File: config.mk
export PLATFORM = sky130hd
export DESIGN_NAME = dae_issue_unit_flat
export DESIGN_NICKNAME = d
export VERILOG_FILES = /design/src/rtl/dae_issue_unit_pkg.sv /design/src/rtl/dae_issue_unit_if.sv /design/src/rtl/dae_issue_unit_regfile.sv /design/src/rtl/dae_issue_unit.sv /design/src/flat_wrapper.sv
export SDC_FILE = /design/constraint.sdc
export NUM_CORES = 1
export LEC_CHECK = 0
export ABC_AREA = 1
export CORE_MARGIN = 10
export CORE_UTILIZATION = 47
export DETAILED_ROUTE_END_ITERATION = 7
export PLACE_DENSITY = 0.77
export SLEW_MARGIN = 40
export SYNTH_ARGS = -nofsm -noshare
export SYNTH_HDL_FRONTEND = slang
export SYNTH_SLANG_ARGS = --single-unit
File: constraint.sdc
create_clock -name clk -period 1.35 [get_ports clk]
set_clock_uncertainty 0.1 [all_clocks]
set_input_delay 0.2025 -clock clk [delete_from_list [all_inputs] [get_ports clk]]
set_output_delay 0.2025 -clock clk [all_outputs]
set_load 0.03 [all_outputs]
File: src/rtl/dae_issue_unit_pkg.sv
// -----------------------------------------------------------------------------
// dae_issue_unit_pkg
// Shared definitions for the issue unit: datapath width, register count,
// instruction field positions, FSM state encodings and an instruction decoder.
// -----------------------------------------------------------------------------
package dae_issue_unit_pkg;

  localparam int DATA_W  = 4;
  localparam int NREG    = 4;
  localparam int AW      = 2;
  localparam int SEL_W   = 3;
  localparam int INSTR_W = 10;

  // Instruction field positions
  localparam int LD_BIT  = 9;
  localparam int SEL_MSB = 8;
  localparam int SEL_LSB = 6;
  localparam int RD_MSB  = 5;
  localparam int RD_LSB  = 4;
  localparam int RS_MSB  = 3;
  localparam int RS_LSB  = 2;
  localparam int RT_MSB  = 1;
  localparam int RT_LSB  = 0;
  localparam int IMM_MSB = 3;
  localparam int IMM_LSB = 0;

  // FSM state encodings
  localparam logic [1:0] ST_IDLE = 2'd0;
  localparam logic [1:0] ST_EXEC = 2'd1;
  localparam logic [1:0] ST_DONE = 2'd2;

  typedef struct packed {
    logic              ld;
    logic [SEL_W-1:0]  sel;
    logic [AW-1:0]     rd;
    logic [AW-1:0]     rs;
    logic [AW-1:0]     rt;
    logic [DATA_W-1:0] imm;
  } instr_t;

  // Split a raw instruction word into its fields (imm overlaps rs/rt).
  function automatic instr_t decode_instr(input logic [INSTR_W-1:0] w);
    instr_t d;
    d.ld  = w[LD_BIT];
    d.sel = w[SEL_MSB:SEL_LSB];
    d.rd  = w[RD_MSB:RD_LSB];
    d.rs  = w[RS_MSB:RS_LSB];
    d.rt  = w[RT_MSB:RT_LSB];
    d.imm = w[IMM_MSB:IMM_LSB];
    return d;
  endfunction

endpackage

File: src/rtl/dae_issue_unit_if.sv
// -----------------------------------------------------------------------------
// dae_issue_unit_if
// Instruction valid/ready channel between an instruction producer and the
// issue unit.
//   instr_valid : producer offers an instruction
//   instr_ready : issue unit can accept
//   instr       : 10-bit instruction word
// Modports: master = producer, slave = issue unit.
// -----------------------------------------------------------------------------
interface dae_issue_unit_if;

  logic                                   instr_valid;
  logic                                   instr_ready;
  logic [dae_issue_unit_pkg::INSTR_W-1:0] instr;

  modport master (output instr_valid, output instr, input instr_ready);
  modport slave  (input instr_valid, input instr, output instr_ready);

endinterface

File: src/rtl/dae_issue_unit_regfile.sv
// -----------------------------------------------------------------------------
// dae_regfile
// 4 x 4-bit register file with one synchronous write port and three
// asynchronous read ports (rs, rt, debug). Cleared asynchronously on rst.
//   clk, rst       : clock, async active-high reset
//   we_i/waddr_i/wdata_i : write port
//   rs_addr_i/rs_data_o, rt_addr_i/rt_data_o, dbg_addr_i/dbg_data_o : reads
// -----------------------------------------------------------------------------
module dae_regfile
  import dae_issue_unit_pkg::*;
(
  input  logic              clk,
  input  logic              rst,
  input  logic              we_i,
  input  logic [AW-1:0]     waddr_i,
  input  logic [DATA_W-1:0] wdata_i,
  input  logic [AW-1:0]     rs_addr_i,
  output logic [DATA_W-1:0] rs_data_o,
  input  logic [AW-1:0]     rt_addr_i,
  output logic [DATA_W-1:0] rt_data_o,
  input  logic [AW-1:0]     dbg_addr_i,
  output logic [DATA_W-1:0] dbg_data_o
);

  logic [DATA_W-1:0] mem_q [NREG];

  // Register storage: async clear, single synchronous write port.
  always_ff @(posedge clk or posedge rst) begin
    if (rst) begin
      for (int i = 0; i < NREG; i++) begin
        mem_q[i] <= {DATA_W{1'b0}};
      end
    end else if (we_i) begin
      mem_q[waddr_i] <= wdata_i;
    end
  end

  // Reads see the pre-edge value, so a source that equals the destination
  // is read before writeback.
  assign rs_data_o  = mem_q[rs_addr_i];
  assign rt_data_o  = mem_q[rt_addr_i];
  assign dbg_data_o = mem_q[dbg_addr_i];

endmodule

File: src/rtl/dae_issue_unit.sv
// -----------------------------------------------------------------------------
// dae_issue_unit
// Issue/sequencer stage in front of the combinational 4-bit execute stage.
// Accepts one instruction at a time (IDLE -> EXEC -> DONE for ALU ops,
// IDLE -> DONE for loads), drives registered operands/opcode to the execute
// stage, writes its result back and counts retired instructions.
//   clk, rst    : clock, async active-high reset
//   instr_if    : instruction valid/ready channel (slave side)
//   exec_rs_o, exec_rt_o, exec_sel_o : registered operands/opcode to execute
//   exec_rd_i   : execute-stage result, sampled at the EXEC closing edge
//   done_o      : one-cycle retire pulse
//   result_o    : value written by the last retired instruction
//   retired_o   : wrapping retired-instruction count
//   dbg_addr_i / dbg_data_o : combinational debug read of the register file
// -----------------------------------------------------------------------------
module dae_issue_unit
  import dae_issue_unit_pkg::*;
#(
  parameter int CNT_W = 8
) (
  input  logic                clk,
  input  logic                rst,
  dae_issue_unit_if.slave     instr_if,
  output logic [DATA_W-1:0]   exec_rs_o,
  output logic [DATA_W-1:0]   exec_rt_o,
  output logic [SEL_W-1:0]    exec_sel_o,
  input  logic [DATA_W-1:0]   exec_rd_i,
  output logic                done_o,
  output logic [DATA_W-1:0]   result_o,
  output logic [CNT_W-1:0]    retired_o,
  input  logic [AW-1:0]       dbg_addr_i,
  output logic [DATA_W-1:0]   dbg_data_o
);

  logic [1:0]        state_q,   state_d;
  logic [AW-1:0]     rd_q,      rd_d;
  logic [DATA_W-1:0] exec_rs_q, exec_rs_d;
  logic [DATA_W-1:0] exec_rt_q, exec_rt_d;
  logic [SEL_W-1:0]  exec_sel_q, exec_sel_d;
  logic [DATA_W-1:0] result_q,  result_d;
  logic [CNT_W-1:0]  retired_q, retired_d;
  logic              done_q,    done_d;

  instr_t            dec_s;
  logic              hs_s;
  logic              we_s;
  logic [AW-1:0]     waddr_s;
  logic [DATA_W-1:0] wdata_s;
  logic [DATA_W-1:0] rs_data_s;
  logic [DATA_W-1:0] rt_data_s;

  assign dec_s                = decode_instr(instr_if.instr);
  assign instr_if.instr_ready = (state_q == ST_IDLE);
  assign hs_s                 = instr_if.instr_valid & (state_q == ST_IDLE);

  dae_regfile u_regfile (
    .clk        (clk),
    .rst        (rst),
    .we_i       (we_s),
    .waddr_i    (waddr_s),
    .wdata_i    (wdata_s),
    .rs_addr_i  (dec_s.rs),
    .rs_data_o  (rs_data_s),
    .rt_addr_i  (dec_s.rt),
    .rt_data_o  (rt_data_s),
    .dbg_addr_i (dbg_addr_i),
    .dbg_data_o (dbg_data_o)
  );

  // Next-state, operand capture and register-file write control.
  always_comb begin
    state_d    = state_q;
    rd_d       = rd_q;
    exec_rs_d  = exec_rs_q;
    exec_rt_d  = exec_rt_q;
    exec_sel_d = exec_sel_q;
    result_d   = result_q;
    retired_d  = retired_q;
    we_s       = 1'b0;
    waddr_s    = rd_q;
    wdata_s    = exec_rd_i;
    case (state_q)
      ST_IDLE: begin
        if (hs_s) begin
          if (dec_s.ld) begin
            // Load: write immediate directly, execute outputs untouched.
            we_s     = 1'b1;
            waddr_s  = dec_s.rd;
            wdata_s  = dec_s.imm;
            result_d = dec_s.imm;
            state_d  = ST_DONE;
          end else begin
            exec_rs_d  = rs_data_s;
            exec_rt_d  = rt_data_s;
            exec_sel_d = dec_s.sel;
            rd_d       = dec_s.rd;
            state_d    = ST_EXEC;
          end
        end else begin
          state_d = ST_IDLE;
        end
      end
      ST_EXEC: begin
        we_s     = 1'b1;
        waddr_s  = rd_q;
        wdata_s  = exec_rd_i;
        result_d = exec_rd_i;
        state_d  = ST_DONE;
      end
      ST_DONE: begin
        retired_d = retired_q + {{(CNT_W-1){1'b0}}, 1'b1};
        state_d   = ST_IDLE;
      end
      default: begin
        state_d = ST_IDLE;
      end
    endcase
    // done is registered so it is high exactly while in DONE.
    done_d = (state_d == ST_DONE);
  end

  // State and output registers.
  always_ff @(posedge clk or posedge rst) begin
    if (rst) begin
      state_q    <= ST_IDLE;
      rd_q       <= {AW{1'b0}};
      exec_rs_q  <= {DATA_W{1'b0}};
      exec_rt_q  <= {DATA_W{1'b0}};
      exec_sel_q <= {SEL_W{1'b0}};
      result_q   <= {DATA_W{1'b0}};
      retired_q  <= {CNT_W{1'b0}};
      done_q     <= 1'b0;
    end else begin
      state_q    <= state_d;
      rd_q       <= rd_d;
      exec_rs_q  <= exec_rs_d;
      exec_rt_q  <= exec_rt_d;
      exec_sel_q <= exec_sel_d;
      result_q   <= result_d;
      retired_q  <= retired_d;
      done_q     <= done_d;
    end
  end

  assign exec_rs_o  = exec_rs_q;
  assign exec_rt_o  = exec_rt_q;
  assign exec_sel_o = exec_sel_q;
  assign result_o   = result_q;
  assign retired_o  = retired_q;
  assign done_o     = done_q;

endmodule

File: src/flat_wrapper.sv
// flat-port wrapper written by rule: the top's interface ports become plain ports
module dae_issue_unit_flat import dae_issue_unit_pkg::*;
#(
  parameter int CNT_W = 8
)
  (clk, rst, exec_rs_o, exec_rt_o, exec_sel_o, exec_rd_i, done_o, result_o, retired_o, dbg_addr_i, dbg_data_o, instr_if_instr_valid, instr_if_instr, instr_if_instr_ready);
  dae_issue_unit_if instr_if_i ();
  input  logic clk;
  input  logic rst;
  output logic [DATA_W-1:0] exec_rs_o;
  output logic [DATA_W-1:0] exec_rt_o;
  output logic [SEL_W-1:0] exec_sel_o;
  input  logic [DATA_W-1:0] exec_rd_i;
  output logic done_o;
  output logic [DATA_W-1:0] result_o;
  output logic [CNT_W-1:0] retired_o;
  input  logic [AW-1:0] dbg_addr_i;
  output logic [DATA_W-1:0] dbg_data_o;
  input wire logic [$bits(instr_if_i.instr_valid)-1:0] instr_if_instr_valid;
  input wire logic [$bits(instr_if_i.instr)-1:0] instr_if_instr;
  output wire logic [$bits(instr_if_i.instr_ready)-1:0] instr_if_instr_ready;
  assign instr_if_i.instr_valid = instr_if_instr_valid;
  assign instr_if_i.instr = instr_if_instr;
  assign instr_if_instr_ready = instr_if_i.instr_ready;
  dae_issue_unit #(.CNT_W(CNT_W)) u_core (.clk(clk), .rst(rst), .instr_if(instr_if_i), .exec_rs_o(exec_rs_o), .exec_rt_o(exec_rt_o), .exec_sel_o(exec_sel_o), .exec_rd_i(exec_rd_i), .done_o(done_o), .result_o(result_o), .retired_o(retired_o), .dbg_addr_i(dbg_addr_i), .dbg_data_o(dbg_data_o));
endmodule
==> impl_table.tex, run 1 <==
\begin{tabular}{lr}
\hline
Metric & Value \\
\hline
\multicolumn{2}{l}{\textbf{Power and ir drop}} \\
\quad Peak supply drop & 0.927 mV \\
\quad Leakage power & 1.78 nW \\
\quad Power density of the placed cells & 1660 nW/um\^{}2 \\
\quad Total design power & 6.19 mW \\
\multicolumn{2}{l}{\textbf{Critical path}} \\
\quad Critical path required time & 1.48 ns \\
\quad Peak fanout along the critical path & 8 \\
\quad Number of buffers and inverters on the critical path & 1 \\
\quad R2R Path Start & u\_core.state\_q[1] \\
\quad Endpoint of the worst register-to-register path & u\_core.u\_regfile.mem\_q[7] \\
\quad CP Class & flop to flop \\
\quad Top delay family on crit path & simple AND/OR/NAND/NOR gates \\
\quad Slowest-stage cell, CP & dfrtp\_1 \\
\quad Cell-by-cell listing of the critical path & nor2\_4 -> nand2\_4 -> nand2\_4 -> nand2\_4 -> buf\_12 -> nor2\_8 -> nand3\_2 -> nand2\_1 \\
\quad Most numerous cell on the critical path & nand2\_4 \\
\quad R2r worst-path depth & 8 \\
\quad Crit end category & flop \\
\quad Worst setup SP type & flop \\
\quad Internal reg-to-reg setup slack & -0.26 ns \\
\quad CP Data Arrival Time & 1.75 ns \\
\quad Maximum single-stage delay on the critical path & 0.44 ns \\
\multicolumn{2}{l}{\textbf{Clock network}} \\
\quad H-tree levels & 2 \\
\quad Root buf cell & clkbuf\_8 \\
\quad Number of CTS-inserted buffers & 5 \\
\quad Number of clock sinks seen by CTS & 44 \\
\quad Number of buffers between clock root and the deepest sink & 2 \\
\quad Worst-path clk slew & 0.09 ns \\
\quad Clock latency at the later pin of the worst-skew pair & 0.30 ns \\
\quad Clock tree from TritonCTS & done \\
\quad CTS hold repair buffers & 0 \\
\multicolumn{2}{l}{\textbf{Logic synthesis}} \\
\quad Number of warnings printed during yosys synthesis & 0 \\
\quad Biggest area contributors in the synthesized netlist & dfrtp\_1, nand2\_1, nand3\_1 \\
\quad Synthesized area divided by synthesized cell count & 8.09 um\^{}2 \\
\quad Area fraction of the dominant cell type after synthesis & 45.4\% \\
\quad Cell type with the largest total area after synthesis & dfrtp\_1 \\
\quad Count of flip-flops with a built-in enable after synthesis & 0 \\
\quad Post-Synthesis Net Count & 320 \\
\quad Most used flip-flop cell after synthesis & dfrtp\_1 \\
\quad Mapped Cells & 300 \\
\quad Count of unique library cells instantiated by Yosys & 28 \\
\quad Flip-flop and latch count after synthesis & 44 \\
\quad Async set-or-reset flop fraction in the synthesized netlist & 100\% \\
\quad Post-synthesis instance area & 2430 um\^{}2 \\
\quad Sequential element share of the synthesized area & 45.4\% \\
\multicolumn{2}{l}{\textbf{Drt}} \\
\quad Initial DRC count & 168 \\
\quad Residual antenna-violating net count after detailed routing & 0 \\
\quad Total routed wirelength & 6830 um \\
\quad Number of iterations in the first detailed-routing pass & 4 \\
\quad Overall via count from detail\_route & 2349 \\
\quad Vias per Instance & 5.08 \\
\quad Total DRC errors in the routed layout & 0 \\
\quad Post-DR wirelength/cell & 14.8 um \\
\multicolumn{2}{l}{\textbf{Layout}} \\
\quad Total of fill cells in the finished design & 358 \\
\quad Post-route cell area & 3740 um\^{}2 \\
\quad Layout cell share with drive strength beyond 1 & 43.1\% \\
\quad Area growth from synthesis to final layout & 54.0\% \\
\quad Area used by multi-input combinational logic & 1390 um\^{}2 \\
\quad Diodes inserted & 0 \\
\quad Leading cell types in the layout, fill and taps excluded & nand2\_1, buf\_4, dfrtp\_1 \\
\quad Most common library cell in the layout ignoring fill and taps & nand2\_1 \\
\quad Final net count & 411 \\
\quad FF+latch area & 1110 um\^{}2 \\
\multicolumn{2}{l}{\textbf{Timing}} \\
\quad Worst Max-Slew Pin Slew & 0.226 ns \\
\quad Setup repair after global routing missed its margin & yes \\
\quad Final count of hold timing violations & 0 \\
\quad Worst Slack Setup Final & -0.265 ns \\
\quad Relative slew slack & 84.8\% \\
\quad Fmax & 619 MHz \\
\quad Final Critical Period & 1.61 ns \\
\quad Final TNS setup & -5.56 ns \\
\quad Final count of pins violating max slew & 0 \\
\quad Final clock period utilization by the worst path & 120\% \\
\quad Total of endpoints with negative setup slack in the final report & 38 \\
\multicolumn{2}{l}{\textbf{Global route}} \\
\quad Wire length of the first global-routing pass & 11200 um \\
\quad Pin count of the biggest net entering global routing & 45 \\
\quad Sum of overflow across all layers after global routing & 0 \\
\quad Via count of the first global-routing pass & 2351 \\
\quad Antenna violations before repair & 0 \\
\quad GRT Util Overall & 15.9\% \\
\multicolumn{2}{l}{\textbf{Floorplan}} \\
\quad Die footprint & 8440 um\^{}2 \\
\quad Row count & 26 \\
\quad Die width & 91.8 um \\
\quad Die Span Y & 91.8 um \\
\quad Count of boundary I/O pins & 48 \\
\quad Core Footprint & 5040 um\^{}2 \\
\quad Initial cell density of the core & 48.1\% \\
\multicolumn{2}{l}{\textbf{Hold path}} \\
\quad Hold WC Path Type & primary input to asynchronous set/reset pin \\
\multicolumn{2}{l}{\textbf{Place}} \\
\quad Global placement routability congestion & 0.853 \\
\quad Estimated wirelength of the detail-placed design & 4530 um \\
\quad Number of port buffers & 47 \\
\quad Placed standard-cell area & 3180 um\^{}2 \\
\multicolumn{2}{l}{\textbf{Outcome}} \\
\quad Outcome & finished with violations \\
\quad Failing checks & setup timing \\
\multicolumn{2}{l}{\textbf{Run}} \\
\quad Max-cap check violation count & 0 \\
\hline
\end{tabular}
-- final cells by class --
type / count / share of cell area, %
timing repair buffer: 93 / 24.2
timing repair inverter: 1 / 0.201
sequential: 44 / 29.6
inverter: 31 / 3.62
multi-input combinational: 215 / 37.2
clock buffer: 6 / 1.94
clock inverter: 2 / 0.937
tap: 70 / 2.34
-- Yosys cell counts (all sizes together) (2+ instances only) --
cell type  number
xor2            4
nor2           16
dfrtp          44
inv            30
a31oi           8
nand3          24
o21ai          26
clkbuf          5
a21oi          20
nand2         103
o211ai          8
buf             5
nor3            2
-- registers in the layout, indices dropped and copies added, names as in the netlist --
register                count
u_core.result_o             4
u_core.exec_rs_o            4
u_core.exec_sel_o           3
u_core.exec_rt_o            4
u_core.retired_o            8
u_core.done_o               1
u_core.rd_q                 2
u_core.u_regfile.mem_q     16
u_core.state_q              2
-- cells by family (layout without fill, tap and decap cells) --
logic type      Yosys count  count (layout)  synth area share [%]
compound gates           62              62                  14.6
xor+xnor                  5               5                  1.80
fa+ha+maj                 1               1                 0.516
buf+inv                  41             133                  7.37
flops                    44              44                  45.4
simple gates            147             147                  30.3
-- stage by stage --
stage	utilization [%]	worst slack (ns)	instances	hold slack [ns]
after floorplan	-	-0.139	300	0.208
after global placement	63.1	-0.324	437	0.364
after detailed placement	63.1	-0.353	437	0.369
after CTS	69.4	-0.155	456	0.158
after global routing	74.1	-0.338	462	0.183
final	74.1	-0.265	462	0.162
-- worst max path at each step --
stage                                     from                   endpoint  slack (ns)  cells after the start
after floorplan              u_core.state_q[1]  u_core.u_regfile.mem_q[0]       -0.14                      6
after global placement    instr_if_instr_valid  u_core.u_regfile.mem_q[9]       -0.32                     10
after detailed placement  instr_if_instr_valid  u_core.u_regfile.mem_q[1]       -0.35                      9
after CTS                    u_core.state_q[0]       instr_if_instr_ready       -0.16                      3
after global routing         u_core.state_q[1]  u_core.u_regfile.mem_q[7]       -0.34                      8
final                        u_core.state_q[1]  u_core.u_regfile.mem_q[7]       -0.26                      8
-- metal layers --
metal | share of wire [%] | vias up | global-route usage, %
met3 | 5.3 | 9 | 4.07
met2 | 51 | 57 | 26.1
met5 | 0 | - | 0
met4 | 1.4 | 0 | 4.88
met1 | 42 | 1115 | 20.0
li1 | - | 1168 | -
-- worst register-to-register path, delay by kind of cell, from the launching register on --
family                 cells  cell delay, ns
DFF                        1            0.44
buffers and inverters      1            0.13
and+or+nand+nor            7            0.87
-- repair_timing --
item | CTS | global route
gates cloned | 2 | 2
setup endpoints to repair | 34 | 45
gates resized for setup | 46 | 62
endpoints found under the hold margin | 0 | 0
buffers inserted | 10 | 5
pin swaps | 12 | 14
-- power by group --
group	internal (mW)	total [mW]	switching, mW
Combinational	1.24	2.90	1.66
Clock	0.550	1.00	0.455
Sequential	1.79	2.29	0.495
Total	3.58	6.19	2.61
(Power assumes the default switching activity.)
==> inputs of run 2 (changes only) <==
--- a/config.mk
+++ b/config.mk
@@ -6,7 +6,7 @@
 export NUM_CORES = 1
 export LEC_CHECK = 0
 export ABC_AREA = 1
-export CORE_MARGIN = 10
+export CORE_MARGIN = 3
 export CORE_UTILIZATION = 47
 export DETAILED_ROUTE_END_ITERATION = 7
 export PLACE_DENSITY = 0.77
==> run 2 against run 1 <==
Net effect:
- the flow still finishes with violations (setup timing)
- global-route usage grew 5.7 points
- total power is 3.8% lower
- clock power is 10% lower
- setup slack better by 0.035 ns
- design area decreased by 3.7%
- sequential power decreased by 2%
==> impl_table.tex, run 2 (synthesis gave the netlist of run 1 again) <==
\begin{tabular}{lr}
\hline
Metric & Value \\
\hline
\multicolumn{2}{l}{\textbf{Layout}} \\
\quad Most common library cell in the layout ignoring fill and taps & nand2\_1 (unchanged) \\
\quad Diodes inserted & 0 (unchanged) \\
\quad Final cell count without fillers & 457 (was 462) \\
\quad Top reg by flops & u\_core.u\_regfile.mem\_q (unchanged) \\
\quad Max reg flops & 16 (unchanged) \\
\quad Leading cell types in the layout, fill and taps excluded & nand2\_1, buf\_4, dfrtp\_1 (unchanged) \\
\quad Finished Core Util & 74.2\% (was 74.1\%) \\
\quad Area growth from synthesis to final layout & 48.3\% (was 54.0\%) \\
\quad Final net count & 409 (was 411) \\
\quad Layout cell share with drive strength beyond 1 & 39.2\% (was 43.1\%) \\
\multicolumn{2}{l}{\textbf{Global route}} \\
\quad Antenna violations before repair & 0 (unchanged) \\
\quad Sum of overflow across all layers after global routing & 0 (unchanged) \\
\quad Pin count of the biggest net entering global routing & 45 (unchanged) \\
\quad GRT Util Overall & 21.6\% (was 15.9\%) \\
\quad Wire length of the first global-routing pass & 10400 um (was 11200 um) \\
\quad Via count of the first global-routing pass & 2228 (was 2351) \\
\multicolumn{2}{l}{\textbf{Critical path}} \\
\quad R2R Path Start & u\_core.state\_q[1] (unchanged) \\
\quad CP Class & flop to output port (was flop to flop) \\
\quad Peak fanout along the critical path & 6 (was 8) \\
\quad CP Data Arrival Time & 1.28 ns (was 1.75 ns) \\
\quad Crit end category & output port (was flop) \\
\quad Cell-by-cell listing of the critical path & nor2\_4 -> buf\_4 -> buf\_6 -> buf\_6 (was nor2\_4 -> nand2\_4 -> nand2\_4 -> nand2\_4 -> buf\_12 -> nor2\_8 -> nand3\_2 -> nand2\_1) \\
\quad Internal reg-to-reg setup slack & -0.21 ns (was -0.26 ns) \\
\quad Critical path origin & u\_core.state\_q[1] (unchanged) \\
\quad Critical path capture point & instr\_if\_instr\_ready (was u\_core.u\_regfile.mem\_q[7]) \\
\quad Worst setup SP type & flop (unchanged) \\
\quad R2r worst-path depth & 7 (was 8) \\
\quad Endpoint of the worst register-to-register path & u\_core.u\_regfile.mem\_q[0] (was u\_core.u\_regfile.mem\_q[7]) \\
\quad Slowest-stage cell, CP & dfrtp\_2 (was dfrtp\_1) \\
\quad Maximum single-stage delay on the critical path & 0.44 ns (about the same) \\
\quad Most numerous cell on the critical path & buf\_6 (was nand2\_4) \\
\quad Critical path required time & 1.05 ns (was 1.48 ns) \\
\multicolumn{2}{l}{\textbf{Run}} \\
\quad Max-cap check violation count & 0 (unchanged) \\
\multicolumn{2}{l}{\textbf{Power and ir drop}} \\
\quad Peak supply drop & 0.886 mV (was 0.927 mV) \\
\quad Power density of the placed cells & 1660 nW/um\^{}2 (about the same) \\
\quad Leakage power & 1.72 nW (was 1.78 nW) \\
\multicolumn{2}{l}{\textbf{Drt}} \\
\quad Total routed wirelength & 6310 um (was 6830 um) \\
\quad Initial DRC count & 146 (was 168) \\
\quad Total DRC errors in the routed layout & 0 (unchanged) \\
\quad Residual antenna-violating net count after detailed routing & 0 (unchanged) \\
\quad Post-DR wirelength/cell & 13.8 um (was 14.8 um) \\
\quad Overall via count from detail\_route & 2306 (was 2349) \\
\quad Number of iterations in the first detailed-routing pass & 4 (unchanged) \\
\quad Vias per Instance & 5.05 (was 5.08) \\
\multicolumn{2}{l}{\textbf{Clock network}} \\
\quad Root buf cell & clkbuf\_8 (unchanged) \\
\quad Clock tree from TritonCTS & done (unchanged) \\
\quad Number of clock sinks seen by CTS & 44 (unchanged) \\
\quad Clock latency at the later pin of the worst-skew pair & 0.31 ns (was 0.30 ns) \\
\quad Number of buffers between clock root and the deepest sink & 2 (unchanged) \\
\quad Number of CTS-inserted buffers & 5 (unchanged) \\
\quad CTS hold repair buffers & 0 (unchanged) \\
\quad H-tree levels & 2 (unchanged) \\
\quad Worst-path clk slew & 0.09 ns (about the same) \\
\multicolumn{2}{l}{\textbf{Place}} \\
\quad Post-Place Setup Slack & -0.350 ns (was -0.353 ns) \\
\quad Estimated wirelength of the detail-placed design & 4330 um (was 4530 um) \\
\quad Number of instances in the placed design & 436 (was 437) \\
\quad Global placement routability congestion & 0.847 (was 0.853) \\
\quad Number of port buffers & 47 (unchanged) \\
\multicolumn{2}{l}{\textbf{Hold path}} \\
\quad Hold WC Path Type & primary input to asynchronous set/reset pin (unchanged) \\
\multicolumn{2}{l}{\textbf{Timing}} \\
\quad Total of endpoints with negative setup slack in the final report & 39 (was 38) \\
\quad Setup repair after global routing missed its margin & yes (unchanged) \\
\quad Final count of hold timing violations & 0 (unchanged) \\
\quad Worst Slack Setup Final & -0.230 ns (was -0.265 ns) \\
\quad Final count of pins violating max slew & 0 (unchanged) \\
\quad Final clock period utilization by the worst path & 117\% (was 120\%) \\
\quad Relative slew slack & 79.7\% (was 84.8\%) \\
\quad Fmax & 633 MHz (was 619 MHz) \\
\quad Worst Max-Slew Pin Slew & 0.306 ns (was 0.226 ns) \\
\quad Final TNS setup & -5.29 ns (was -5.56 ns) \\
\quad Final Critical Period & 1.58 ns (was 1.61 ns) \\
\multicolumn{2}{l}{\textbf{Floorplan}} \\
\quad Die Span Y & 77.8 um (was 91.8 um) \\
\quad Row count & 25 (was 26) \\
\quad Die width & 77.8 um (was 91.8 um) \\
\quad Core Footprint & 4850 um\^{}2 (was 5040 um\^{}2) \\
\quad Count of boundary I/O pins & 48 (unchanged) \\
\quad Die footprint & 6060 um\^{}2 (was 8440 um\^{}2) \\
\quad Initial cell density of the core & 50.0\% (was 48.1\%) \\
\multicolumn{2}{l}{\textbf{Outcome}} \\
\quad Outcome & finished with violations (unchanged) \\
\quad Failing checks & setup timing (unchanged) \\
\hline
\end{tabular}
-- run 2: worst min-delay path by stage --
stage / to / slack [ns] / cells after the start
final: u_core.retired_o[2] / 0.15 / 3
after global routing: u_core.retired_o[4] / 0.17 / 3
after CTS: u_core.result_o[3] / 0.17 / 3
after detailed placement: u_core.u_regfile.mem_q[11] / 0.37 / 2
after global placement: u_core.exec_sel_o[2] / 0.36 / 2
after floorplan: u_core.exec_sel_o[0] / 0.21 / 2
-- run 2: power breakdown --
part	switching, mW	leakage (nW)	total [mW]	internal [mW]
clock network	0.484	0.0434	0.899	0.415
registers	0.445	0.536	2.24	1.79
logic	1.66	1.14	2.82	1.17
-- run 2: per-stage QoR --
stage | power [mW] | hold slack [ns] | instance area (um^2)
3_5_place_dp | 4.70 | 0.365 | 3180
3_3_place_gp | 4.64 | 0.362 | 3180
6_report | 5.96 | 0.154 | 3600
5_1_grt | 6.34 | 0.168 | 3600
4_1_cts | 5.75 | 0.169 | 3470
2_1_floorplan | 3.69 | 0.208 | 2450
-- run 2: worst max-delay path: cells and delay by family, from the launching register on --
family | cells | cell delay [ns]
buffers and inverters | 3 | 0.33
DFF | 1 | 0.44
and+or+nand+nor | 1 | 0.20
-- run 2: repair_timing --
item | in CTS | in global routing
endpoints found under the setup margin | 42 | 49
cloned | 1 | 0
gates resized for setup | 63 | 31
pin swaps | 6 | 15
setup buffers | 5 | 7
-- run 2: per-layer routing --
metal / vias to the layer above / GRT usage, % / share of wire (%)
li1: 1157 / - / -
met5: - / 0 / 0
met2: 62 / 35.2 / 47
met4: 0 / 6.05 / 0.86
met1: 1079 / 29.4 / 46
met3: 8 / 3.83 / 5.5
-- run 2: cell type report --
cell class,count,area (um^2)
multi-input cells,215,1370
fillers,360,1250
flip-flops and latches,44,1110
repair buffers,91,806
inverters,31,125
well taps,67,83.8
clock buffers,6,82.6
clock inverters,2,15.0
repair inverters,1,7.51
==> inputs of run 3 (changes only) <==
--- a/config.mk
+++ b/config.mk
@@ -6,10 +6,10 @@
 export NUM_CORES = 1
 export LEC_CHECK = 0
 export ABC_AREA = 1
-export CORE_MARGIN = 3
-export CORE_UTILIZATION = 47
+export CORE_MARGIN = 5
+export CORE_UTILIZATION = 55
 export DETAILED_ROUTE_END_ITERATION = 7
-export PLACE_DENSITY = 0.77
+export PLACE_DENSITY = 0.95
 export SLEW_MARGIN = 40
 export SYNTH_ARGS = -nofsm -noshare
 export SYNTH_HDL_FRONTEND = slang
==> constraint.sdc (replaced) <==
create_clock -name clk -period 2 [get_ports clk]
set_clock_uncertainty 0.1 [all_clocks]
set_input_delay 0.3 -clock clk [delete_from_list [all_inputs] [get_ports clk]]
set_output_delay 0.3 -clock clk [all_outputs]
set_load 0.03 [all_outputs]
==> run 3 against run 2 <==
Net effect:
- the run now ends clean
- via count is 4.1% lower
- non-clock buffer count is 32 lower
- die area is 3.6% lower
- largest cell class unchanged
- largest power group unchanged
- highest routed layer unchanged
==> impl_table.tex, run 3 (synthesis gave the netlist of run 1 again) <==
\begin{tabular}{lr}
\hline
Metric & Value \\
\hline
\multicolumn{2}{l}{\textbf{Outcome}} \\
\quad Outcome & finished clean (was finished with violations) \\
\multicolumn{2}{l}{\textbf{Layout}} \\
\quad Most common library cell in the layout ignoring fill and taps & nand2\_1 (unchanged) \\
\quad Final net count & 376 (was 409) \\
\quad Finished Core Util & 71.8\% (was 74.2\%) \\
\quad Area growth from synthesis to final layout & 28.0\% (was 48.3\%) \\
\quad Top reg by flops & u\_core.u\_regfile.mem\_q (unchanged) \\
\quad Final cell count without fillers & 408 (was 457) \\
\quad Leading cell types in the layout, fill and taps excluded & nand2\_1, dfrtp\_1, clkdlybuf4s50\_1 (was nand2\_1, buf\_4, dfrtp\_1) \\
\quad Max reg flops & 16 (unchanged) \\
\quad Layout cell share with drive strength beyond 1 & 12.9\% (was 39.2\%) \\
\quad Diodes inserted & 0 (unchanged) \\
\quad Total of fill cells in the finished design & 344 (was 360) \\
\multicolumn{2}{l}{\textbf{Critical path}} \\
\quad Top delay family on crit path & buffers and inverters (was flip-flops) \\
\quad Critical path capture point & retired\_o[5] (was instr\_if\_instr\_ready) \\
\quad CP Data Arrival Time & 1.44 ns (was 1.28 ns) \\
\quad Maximum single-stage delay on the critical path & 0.70 ns (was 0.44 ns) \\
\quad Number of buffers and inverters on the critical path & 1 (was 3) \\
\quad R2r worst-path depth & 8 (was 7) \\
\quad Worst setup SP type & flop (unchanged) \\
\quad Slowest-stage cell, CP & clkdlybuf4s50\_1 (was dfrtp\_2) \\
\quad Peak fanout along the critical path & 5 (was 6) \\
\quad Cell-by-cell listing of the critical path & clkdlybuf4s50\_1 (was nor2\_4 -> buf\_4 -> buf\_6 -> buf\_6) \\
\quad CP Class & flop to output port (unchanged) \\
\quad Endpoint of the worst register-to-register path & u\_core.u\_regfile.mem\_q[8] (was u\_core.u\_regfile.mem\_q[0]) \\
\quad Critical path required time & 1.60 ns (was 1.05 ns) \\
\quad Internal reg-to-reg setup slack & 0.36 ns (was -0.21 ns) \\
\quad R2R Path Start & u\_core.state\_q[0] (was u\_core.state\_q[1]) \\
\quad Critical path origin & u\_core.retired\_o[5] (was u\_core.state\_q[1]) \\
\quad Crit end category & output port (unchanged) \\
\quad Depth of the critical timing path with buffers and inverters included & 1 (was 4) \\
\multicolumn{2}{l}{\textbf{Timing}} \\
\quad Final count of hold timing violations & 0 (unchanged) \\
\quad Relative slew slack & 77.0\% (was 79.7\%) \\
\quad Fmax & 544 MHz \\
\quad Final Critical Period & 1.84 ns \\
\quad Worst Max-Slew Pin Slew & 0.347 ns (was 0.306 ns) \\
\quad Worst Slack Setup Final & 0.163 ns (was -0.230 ns) \\
\quad Final clock period utilization by the worst path & 91.9\% \\
\quad Setup repair after global routing missed its margin & no (was yes) \\
\quad Final count of pins violating max slew & 0 (unchanged) \\
\quad Final TNS setup & 0 ns (was -5.29 ns) \\
\quad Total of endpoints with negative setup slack in the final report & 0 (was 39) \\
\multicolumn{2}{l}{\textbf{Global route}} \\
\quad Via count of the first global-routing pass & 2256 (was 2228) \\
\quad Wire length of the first global-routing pass & 10200 um (was 10400 um) \\
\quad GRT Util Overall & 21.3\% (was 21.6\%) \\
\quad Met2 track utilization from global routing & 36.0\% (was 35.2\%) \\
\quad Highest-utilization routing layer at the global route stage & met2 (unchanged) \\
\quad GR Layer Usage met3 & 4.49\% (was 3.83\%) \\
\quad Pin count of the biggest net entering global routing & 45 (unchanged) \\
\quad Sum of overflow across all layers after global routing & 0 (unchanged) \\
\quad GRT met1 Usage & 25.3\% (was 29.4\%) \\
\quad Antenna violations before repair & 0 (unchanged) \\
\multicolumn{2}{l}{\textbf{Floorplan}} \\
\quad Row count & 24 (was 25) \\
\quad Die Span Y & 76.4 um (was 77.8 um) \\
\quad Count of boundary I/O pins & 48 (unchanged) \\
\quad Die footprint & 5840 um\^{}2 (was 6060 um\^{}2) \\
\quad Core Footprint & 4320 um\^{}2 (was 4850 um\^{}2) \\
\quad Initial cell density of the core & 56.1\% (was 50.0\%) \\
\quad Die width & 76.4 um (was 77.8 um) \\
\multicolumn{2}{l}{\textbf{Drt}} \\
\quad Initial DRC count & 184 (was 146) \\
\quad Post-DR wirelength/cell & 14.4 um (was 13.8 um) \\
\quad Total DRC errors in the routed layout & 0 (unchanged) \\
\quad Number of iterations in the first detailed-routing pass & 5 (was 4) \\
\quad Overall via count from detail\_route & 2211 (was 2306) \\
\quad Residual antenna-violating net count after detailed routing & 0 (unchanged) \\
\quad Vias per Instance & 5.42 (was 5.05) \\
\quad Total routed wirelength & 5860 um (was 6310 um) \\
\multicolumn{2}{l}{\textbf{Clock network}} \\
\quad Number of clock sinks seen by CTS & 44 (unchanged) \\
\quad Number of buffers between clock root and the deepest sink & 2 (unchanged) \\
\quad Clock tree from TritonCTS & done (unchanged) \\
\quad H-tree levels & 2 (unchanged) \\
\quad Root buf cell & clkbuf\_8 (unchanged) \\
\quad Worst-path clk slew & 0.08 ns (was 0.09 ns) \\
\quad Number of CTS-inserted buffers & 5 (unchanged) \\
\quad Clock latency at the later pin of the worst-skew pair & 0.30 ns (was 0.31 ns) \\
\multicolumn{2}{l}{\textbf{Place}} \\
\quad Estimated wirelength of the detail-placed design & 4490 um (was 4330 um) \\
\quad Number of instances in the placed design & 401 (was 436) \\
\quad Post-Place Setup Slack & 0.0499 ns (was -0.350 ns) \\
\quad Number of port buffers & 47 (unchanged) \\
\quad Global placement routability congestion & 0.907 (was 0.847) \\
\multicolumn{2}{l}{\textbf{Run}} \\
\quad Max-cap check violation count & 0 (unchanged) \\
\multicolumn{2}{l}{\textbf{Power and ir drop}} \\
\quad Peak supply drop & 0.734 mV (was 0.886 mV) \\
\quad Power density of the placed cells & 1200 nW/um\^{}2 (was 1660 nW/um\^{}2) \\
\quad Leakage power & 1.51 nW (was 1.72 nW) \\
\quad Total design power & 3.71 mW (was 5.96 mW) \\
\multicolumn{2}{l}{\textbf{Hold path}} \\
\quad Hold WC Path Type & primary input to asynchronous set/reset pin (unchanged) \\
\hline
\end{tabular}
[run 3: worst min-delay path by stage]
stage                     slack (ns)                    to  cells past startpoint
after floorplan                 0.32  u_core.exec_sel_o[0]                      2
after global placement          0.36  u_core.exec_sel_o[2]                      2
after detailed placement        0.37  u_core.exec_sel_o[0]                      2
after CTS                       0.26   u_core.retired_o[0]                      3
after global routing            0.29   u_core.retired_o[0]                      3
final                           0.26   u_core.exec_rt_o[3]                      3
[run 3: stage by stage]
| stage | area (um^2) | hold slack, ns |
|---|---|---|
| after floorplan | 2430 | 0.317 |
| after global placement | 3010 | 0.356 |
| after detailed placement | 3010 | 0.366 |
| after CTS | 3100 | 0.260 |
| after global routing | 3110 | 0.294 |
| final | 3110 | 0.255 |
[run 3: worst reg2reg max path, stage by stage (launching register included)]
cell	delay [ns]
dfrtp_1	0.44
nor2_4	0.21
nand2_4	0.15
nand2_1	0.10
nand2_2	0.08
buf_4	0.16
nor2_8	0.13
nand3_1	0.12
nand2_1	0.08
[run 3: layer usage]
metal / vias to the layer above / part of all wire [%]
li1: 1086 / -
met1: 1028 / 41
met2: 81 / 49
met3: 16 / 6.7
met4: 0 / 2.5
met5: - / 0
[run 3: area by class of cell]
| class | count | area, um^2 | share of cell area, % |
|---|---|---|---|
| inverters | 31 | 120 | 3.87 |
| clock buffers | 7 | 96.3 | 3.10 |
| multi-input cells | 215 | 1150 | 36.9 |
| well taps | 52 | 65.1 | 2.10 |
| flip-flops and latches | 44 | 1100 | 35.5 |
| repair buffers | 59 | 577 | 18.6 |
[run 3: timing repair]
action / 4_1_cts / 5_1_grt
endpoints found under the setup margin: 1 / 4
setup buffers: 0 / 0
endpoints found under the hold margin: 0 / 0
resized for setup: 1 / 6
hold buffers: 0 / 0
pin swaps: 0 / 0
[run 3: power breakdown]
group | internal, mW | leakage, nW | total [mW] | switching (mW)
Clock | 0.307 | 0.0503 | 0.602 | 0.294
Sequential | 1.20 | 0.542 | 1.50 | 0.301
Combinational | 0.636 | 0.916 | 1.61 | 0.973
